**src/rtl/safety_island_pkg.sv**
```systemverilog
// Shared types and default SRAM window constants for the safety island memory responder.
package safety_island_pkg;

    localparam logic [31:0] SafetyMemBase = 32'h0000_0000;
    localparam logic [31:0] SafetyMemSize = 32'h0001_0000;

    typedef struct packed {
        logic valid;
        logic err;
        logic we;
    } mem_rsp_stage_t;

endpackage

```
**src/rtl/safety_mem_rsp_pipe.sv**
```systemverilog
// Fixed-depth shift register carrying {valid,err,we} per granted request so that
// every response leaves exactly Depth cycles after its grant.
module safety_mem_rsp_pipe
    import safety_island_pkg::*;
#(
    parameter int unsigned Depth = 1
) (
    input  logic           clk_i,
    input  logic           rst_ni,
    input  mem_rsp_stage_t stage_i,
    output mem_rsp_stage_t stage_o
);

    mem_rsp_stage_t [Depth-1:0] stages_q;
    mem_rsp_stage_t [Depth-1:0] stages_d;

    always_comb begin
        stages_d    = stages_q;
        stages_d[0] = stage_i;
        for (int unsigned i = 1; i < Depth; i++) begin
            stages_d[i] = stages_q[i-1];
        end
    end

    always_ff @(posedge clk_i or negedge rst_ni) begin
        if (!rst_ni) begin
            stages_q <= '0;
        end else begin
            stages_q <= stages_d;
        end
    end

    assign stage_o = stages_q[Depth-1];

endmodule

```
**src/rtl/safety_core_mem_responder.sv**
```systemverilog
// Memory-side responder: forwards in-range core requests to a shared SRAM macro,
// answers faulting requests locally and captures the first faulting address.
module safety_core_mem_responder
    import safety_island_pkg::*;
#(
    parameter int unsigned          AddrWidth    = 32,
    parameter int unsigned          DataWidth    = 32,
    parameter logic [AddrWidth-1:0] MemBaseAddr  = AddrWidth'(SafetyMemBase),
    parameter logic [AddrWidth-1:0] MemSizeBytes = AddrWidth'(SafetyMemSize),
    parameter int unsigned          SramLatency  = 1
) (
    input  logic                                clk_i,
    input  logic                                rst_ni,
    input  logic                                req_i,
    output logic                                gnt_o,
    input  logic [AddrWidth-1:0]                addr_i,
    input  logic                                we_i,
    input  logic [DataWidth/8-1:0]              be_i,
    input  logic [DataWidth-1:0]                wdata_i,
    output logic                                rvalid_o,
    output logic [DataWidth-1:0]                rdata_o,
    output logic                                err_o,
    output logic                                sram_req_o,
    input  logic                                sram_gnt_i,
    output logic                                sram_we_o,
    output logic [DataWidth/8-1:0]              sram_be_o,
    output logic [$clog2(MemSizeBytes)-3:0]     sram_addr_o,
    output logic [DataWidth-1:0]                sram_wdata_o,
    input  logic [DataWidth-1:0]                sram_rdata_i,
    output logic [AddrWidth-1:0]                err_addr_o,
    output logic                                err_valid_o,
    input  logic                                err_clear_i
);

    localparam int unsigned SramAw = $clog2(MemSizeBytes) - 2;
    localparam logic [AddrWidth:0] WinEnd = {1'b0, MemBaseAddr} + {1'b0, MemSizeBytes};
    localparam bit WindowWraps = WinEnd[AddrWidth] && (WinEnd[AddrWidth-1:0] != '0);

    logic [AddrWidth-1:0] offset;
    logic                 in_range;
    logic                 access_ok;
    logic                 req_err;
    logic                 gnt;
    mem_rsp_stage_t       rsp_in;
    mem_rsp_stage_t       rsp_out;
    logic                 err_valid_q, err_valid_d;
    logic [AddrWidth-1:0] err_addr_q, err_addr_d;

    // Unsigned wrap of the subtraction folds "below base" into "beyond size".
    assign offset    = addr_i - MemBaseAddr;
    assign in_range  = offset < MemSizeBytes;
    assign access_ok = in_range & (|be_i);
    assign req_err   = req_i & ~access_ok;
    assign gnt       = req_i & (access_ok ? sram_gnt_i : 1'b1);

    // Outputs are forced low while reset is held, independent of core traffic.
    assign gnt_o        = rst_ni & gnt;
    assign sram_req_o   = rst_ni & req_i & access_ok;
    assign sram_we_o    = rst_ni & we_i;
    assign sram_be_o    = rst_ni ? be_i : '0;
    assign sram_addr_o  = rst_ni ? offset[SramAw+1:2] : '0;
    assign sram_wdata_o = rst_ni ? wdata_i : '0;

    assign rsp_in = '{valid: gnt, err: req_err, we: we_i};

    safety_mem_rsp_pipe #(
        .Depth (SramLatency)
    ) u_rsp_pipe (
        .clk_i   (clk_i),
        .rst_ni  (rst_ni),
        .stage_i (rsp_in),
        .stage_o (rsp_out)
    );

    assign rvalid_o = rsp_out.valid;
    assign err_o    = rsp_out.valid & rsp_out.err;
    assign rdata_o  = (rsp_out.valid & ~rsp_out.err & ~rsp_out.we) ? sram_rdata_i : '0;

    // A clear in the same cycle as a new fault drops that fault.
    always_comb begin
        err_valid_d = err_valid_q;
        err_addr_d  = err_addr_q;
        if (err_clear_i) begin
            err_valid_d = 1'b0;
        end else if (gnt && req_err && !err_valid_q) begin
            err_valid_d = 1'b1;
            err_addr_d  = addr_i;
        end
    end

    always_ff @(posedge clk_i or negedge rst_ni) begin
        if (!rst_ni) begin
            err_valid_q <= 1'b0;
            err_addr_q  <= '0;
        end else begin
            err_valid_q <= err_valid_d;
            err_addr_q  <= err_addr_d;
        end
    end

    assign err_valid_o = err_valid_q;
    assign err_addr_o  = err_addr_q;

    a_req_stable: assert property (@(posedge clk_i) disable iff (!rst_ni)
        (req_i && !gnt) |=> (req_i && $stable(addr_i) && $stable(we_i)
                             && $stable(be_i) && $stable(wdata_i)));

    a_rvalid_known: assert property (@(posedge clk_i) disable iff (!rst_ni)
        !$isunknown(rvalid_o));

    a_window_no_wrap: assert property (@(posedge clk_i) !WindowWraps);

endmodule

```
**config.mk**
```make
export PLATFORM = sky130hd
export DESIGN_NAME = safety_core_mem_responder
export DESIGN_NICKNAME = d
export VERILOG_FILES = /design/src/rtl/safety_island_pkg.sv /design/src/rtl/safety_mem_rsp_pipe.sv /design/src/rtl/safety_core_mem_responder.sv
export SDC_FILE = /design/constraint.sdc
export NUM_CORES = 1
export LEC_CHECK = 0
export ABC_AREA = 1
export BUFFER_PORTS_ARGS = -buffer_cell sky130_fd_sc_hd__buf_2
export CORE_UTILIZATION = 25
export DETAILED_ROUTE_END_ITERATION = 16
export PLACE_DENSITY = 0.65
export SYNTH_ARGS = -nofsm -noshare
export SYNTH_HDL_FRONTEND = slang
export SYNTH_SLANG_ARGS = --single-unit
```
**constraint.sdc**
```tcl
create_clock -name clk_i -period 1.1 [get_ports clk_i]
set_input_delay 0.055 -clock clk_i [delete_from_list [all_inputs] [get_ports clk_i]]
set_output_delay 0.055 -clock clk_i [all_outputs]
set_load 0.01 [all_outputs]
```
==> qor.log <==
[pwr] Pleak 2.84 nW
[finish] fraction of final layout cells sized beyond drive strength 1 57.6%
[critical_path] worst reg2reg setup slack -0.07 ns
[global_routing] gr busiest metal met2
[route] routed via count divided by cell count 4.27
[route] number of DRC violations after detailed-routing iteration 0 90
[route] TritonRoute pass-1 iters 4
[timing] Fin Hold WS 0.0252 ns
[timing] clock tree skew after final layout 0.00234 ns
[timing] # setup viols final 75
[hold_path] hold-critical path endpoint err_addr_o[30]$_DFFE_PN0P_
[critical_path] slowest CP cell sky130_fd_sc_hd__or3b_4
[synth] synthesized area 0.00225 mm²
[placed_design] post-detail-place hpwl 6.16 mm
[floorplan] I/O pin cnt 226
[route] sum of routed wire length over all layers 8.34 mm
[timing] Setup Total Neg Slack -19.51 ns
[synth] Net Count, Synth 459
[global_routing] antenna violations before repair 0
[route] number of nets still failing antenna checks after routing 0
[pwr] share of total power consumed by net switching 32.2%
[critical_path] Crit. End Element primary output
[placed_design] RePlAce Congestion 0.734
[synth] number of unique standard cell types used by synthesis 14
[critical_path] data arrival at the endpoint of the critical path 1.50 ns
[clock_tree] clock tree root driver cell sky130_fd_sc_hd__clkbuf_8
[pwr] Comb power frac 33.7%
[critical_path] kind of launch point of the worst setup path register
[route] drc violations 0
[critical_path] critical path type register to primary output
[critical_path] largest fanout of any net on the critical path 16
[timing] clock period minus worst slack 1.56 ns
[floorplan] initial cell density of the core 25.8%
[floorplan] die span in x 96.8 µm
[critical_path] number of cell instances on the worst register-to-register path 5
[timing] worst setup slack after layout -0.457 ns
[clock_tree] level count of the clock H-tree 2
[clock_tree] CTS sink cnt 36
[hold_path] worst hold path depth 3
[floorplan] Die Area 0.00937 mm²
[synth] Warnings, synthesis 0
[global_routing] met3 demand-to-capacity share in global routing 5.06%
[pwr] worst-case vdd ir drop 0.562 mV
[global_routing] met2 demand-to-capacity share in global routing 28.3%
[finish] post-synthesis to final-layout area growth 92.5%
[timing] setup repair after global routing missed its margin yes
[critical_path] endpoint required time on the critical path 1.04 ns
[timing] number of pins with negative max-slew slack in the final report 0
[clock_tree] Max clock buf depth 2
[global_routing] Total Routing Usage GR 16.1%
[clock_tree] clock slew seen by the registers of the worst setup and hold paths 0.07 ns
[clock_tree] insertion delay to the later sink of the worst-skew pair 0.29 ns
[finish] most common cell after layout, fill and taps aside sky130_fd_sc_hd__buf_2
[route] total number of vias 3000
[timing] Tightest Pin Transition 0.465 ns
[pwr] sequential fraction of design power 37.7%
[flow_run] maxcap violations 0
[clock_tree] clock tree from TritonCTS built
[critical_path] CP bufs+invs 2
[finish] ANT cells 0
[floorplan] core area 0.00872 mm²
[pwr] clock network fraction of total power 28.7%
[outcome] violated checks setup timing
[synth] fraction of the yosys area taken by sequential cells 40.1%
[timing] number of hold violations in the final report 0
[floorplan] number of rows in the core area 34
[route] Wirelength per Cell 11.9 µm
[pwr] power density over the cells 1040 mW/mm²
[critical_path] launch instance of the worst register-to-register path err_valid_o$_DFFE_PN0P_
[critical_path] CP Cell Sequence or3b_4, buf_12, nor2_2, buf_2
[synth] Yosys reg bits 36
[pwr] Switch Pwr 0.00145 W
[finish] Post-layout nets 699
[floorplan] overall die height 96.8 µm
[pwr] Internal Power 0.00305 W
[timing] highest achievable clock rate 642 MHz
[timing] headroom to the max-slew limit 68.9%
[critical_path] family with the most delay on the worst path simple AND/OR/NAND/NOR gates
[hold_path] startpoint of the worst hold path addr_i[30]
[global_routing] met1 Track Usage GR 18.7%
[global_routing] wire length of the first global-routing pass 12.5 mm
[hold_path] HP Class primary input to register
[global_routing] largest net degree at the start of global routing 52
[outcome] run status finished with violations
[critical_path] worst stage delay on the critical path 0.44 ns
[critical_path] Worst R2R End err_addr_o[10]$_DFFE_PN0P_
[clock_tree] total clock buffers created by CTS 5
[timing] fraction of the cycle the final worst path needs 142%
[placed_design] Port Buffers 225
[global_routing] total grt overflow 0
[global_routing] vias in the first global route 2663
[synth] Syn Area/Cell 6.37 µm²
[finish] most used cells in the layout excluding fill and tap cells sky130_fd_sc_hd__buf_2 (208), sky130_fd_sc_hd__inv_1 (85), sky130_fd_sc_hd__nand2_1 (83)
[synth] number of instances in the synthesized netlist 353
## metrics by stage
| step | area [µm²] | instances | worst slack, ns | utilization [%] | power, W |
|---|---|---|---|---|---|
| 2_1_floorplan | 2420 | 353 | -0.114 | - | 0.00229 |
| 3_3_place_gp | 3750 | 683 | -0.257 | 43.0 | 0.00297 |
| 3_5_place_dp | 3750 | 683 | -0.273 | 43.0 | 0.00299 |
| 4_1_cts | 4040 | 697 | -0.491 | 46.4 | 0.00434 |
| 5_1_grt | 4330 | 702 | -0.530 | 49.6 | 0.00476 |
| 6_report | 4330 | 702 | -0.457 | 49.6 | 0.00450 |
## sequential cells by signal, summed over array words and instances (netlist names)
register and cells:
err_addr_o 32, u_rsp_pipe.stage_o 3, err_valid_o 1
## metal layers
metal,routed length (µm),vias up
li1,-,1505
met1,3300,1326
met2,4250,155
met3,636,14
met4,155,0
met5,0,-
## cell families after synthesis
family	share of synthesized area [%]
buf+inv	19.6
compound gates	0.557
flops	40.1
simple gates	39.8
## power by group through the flow
stage | Clock (W) | Sequential (W) | Combinational (W)
after global routing | 0.00138 | 0.00172 | 0.00166
after CTS | 0.00132 | 0.00164 | 0.00138
final | 0.00129 | 0.00169 | 0.00151
after global placement | 0 | 0.00166 | 0.00131
after detailed placement | 0 | 0.00166 | 0.00133
after floorplan | 0 | 0.00175 | 0.000535
## Yosys cell counts, drive strengths merged
cell | count | area [µm²]
nand2 | 125 | 469
inv | 86 | 323
nor2 | 46 | 180
dfrtp | 36 | 901
nand4 | 32 | 200
buf | 14 | 83.8
clkbuf | 9 | 33.8
nand3 | 2 | 35.0
a21boi | 1 | 7.51
a21oi | 1 | 5.00
or3b | 1 | 8.76
## worst register-to-register path: cells and delay by family (launching register included)
kind | cells | cell delay (ns)
DFF | 1 | 0.42
and+or+nand+nor | 4 | 0.42
buffers and inverters | 1 | 0.23
## area by class of cell
| cell class | count | area [µm²] |
|---|---|---|
| multi-input combinational | 208 | 1220 |
| inverter | 86 | 323 |
| sequential | 36 | 901 |
| clock buffer | 7 | 96.3 |
| tap | 108 | 135 |
| fill | 837 | 4400 |
| clock inverter | 1 | 30.0 |
| timing repair buffer | 256 | 1620 |
## worst max-delay path by stage
stage | startpoint | to | slack [ns] | cells after the start
floorplan | u_rsp_pipe.stage_o[2]$_DFF_PN0_ | rdata_o[0] | -0.11 | 4
global placement | u_rsp_pipe.stage_o[1]$_DFF_PN0_ | rdata_o[27] | -0.26 | 4
detailed placement | u_rsp_pipe.stage_o[1]$_DFF_PN0_ | rdata_o[9] | -0.27 | 4
CTS | u_rsp_pipe.stage_o[1]$_DFF_PN0_ | rdata_o[12] | -0.49 | 4
global route | rst_ni | sram_req_o | -0.53 | 7
finish | u_rsp_pipe.stage_o[0]$_DFF_PN0_ | rdata_o[8] | -0.46 | 4
## repair_timing
item                       CTS  global route
gates resized for setup     17            64
hold buffers                 3             2
setup endpoints to repair   35           118
hold endpoints to repair    27            15
pin swaps                    0             2
gates cloned                 1             3
buffers inserted             2             1
Power figures use the tool's default switching activity.
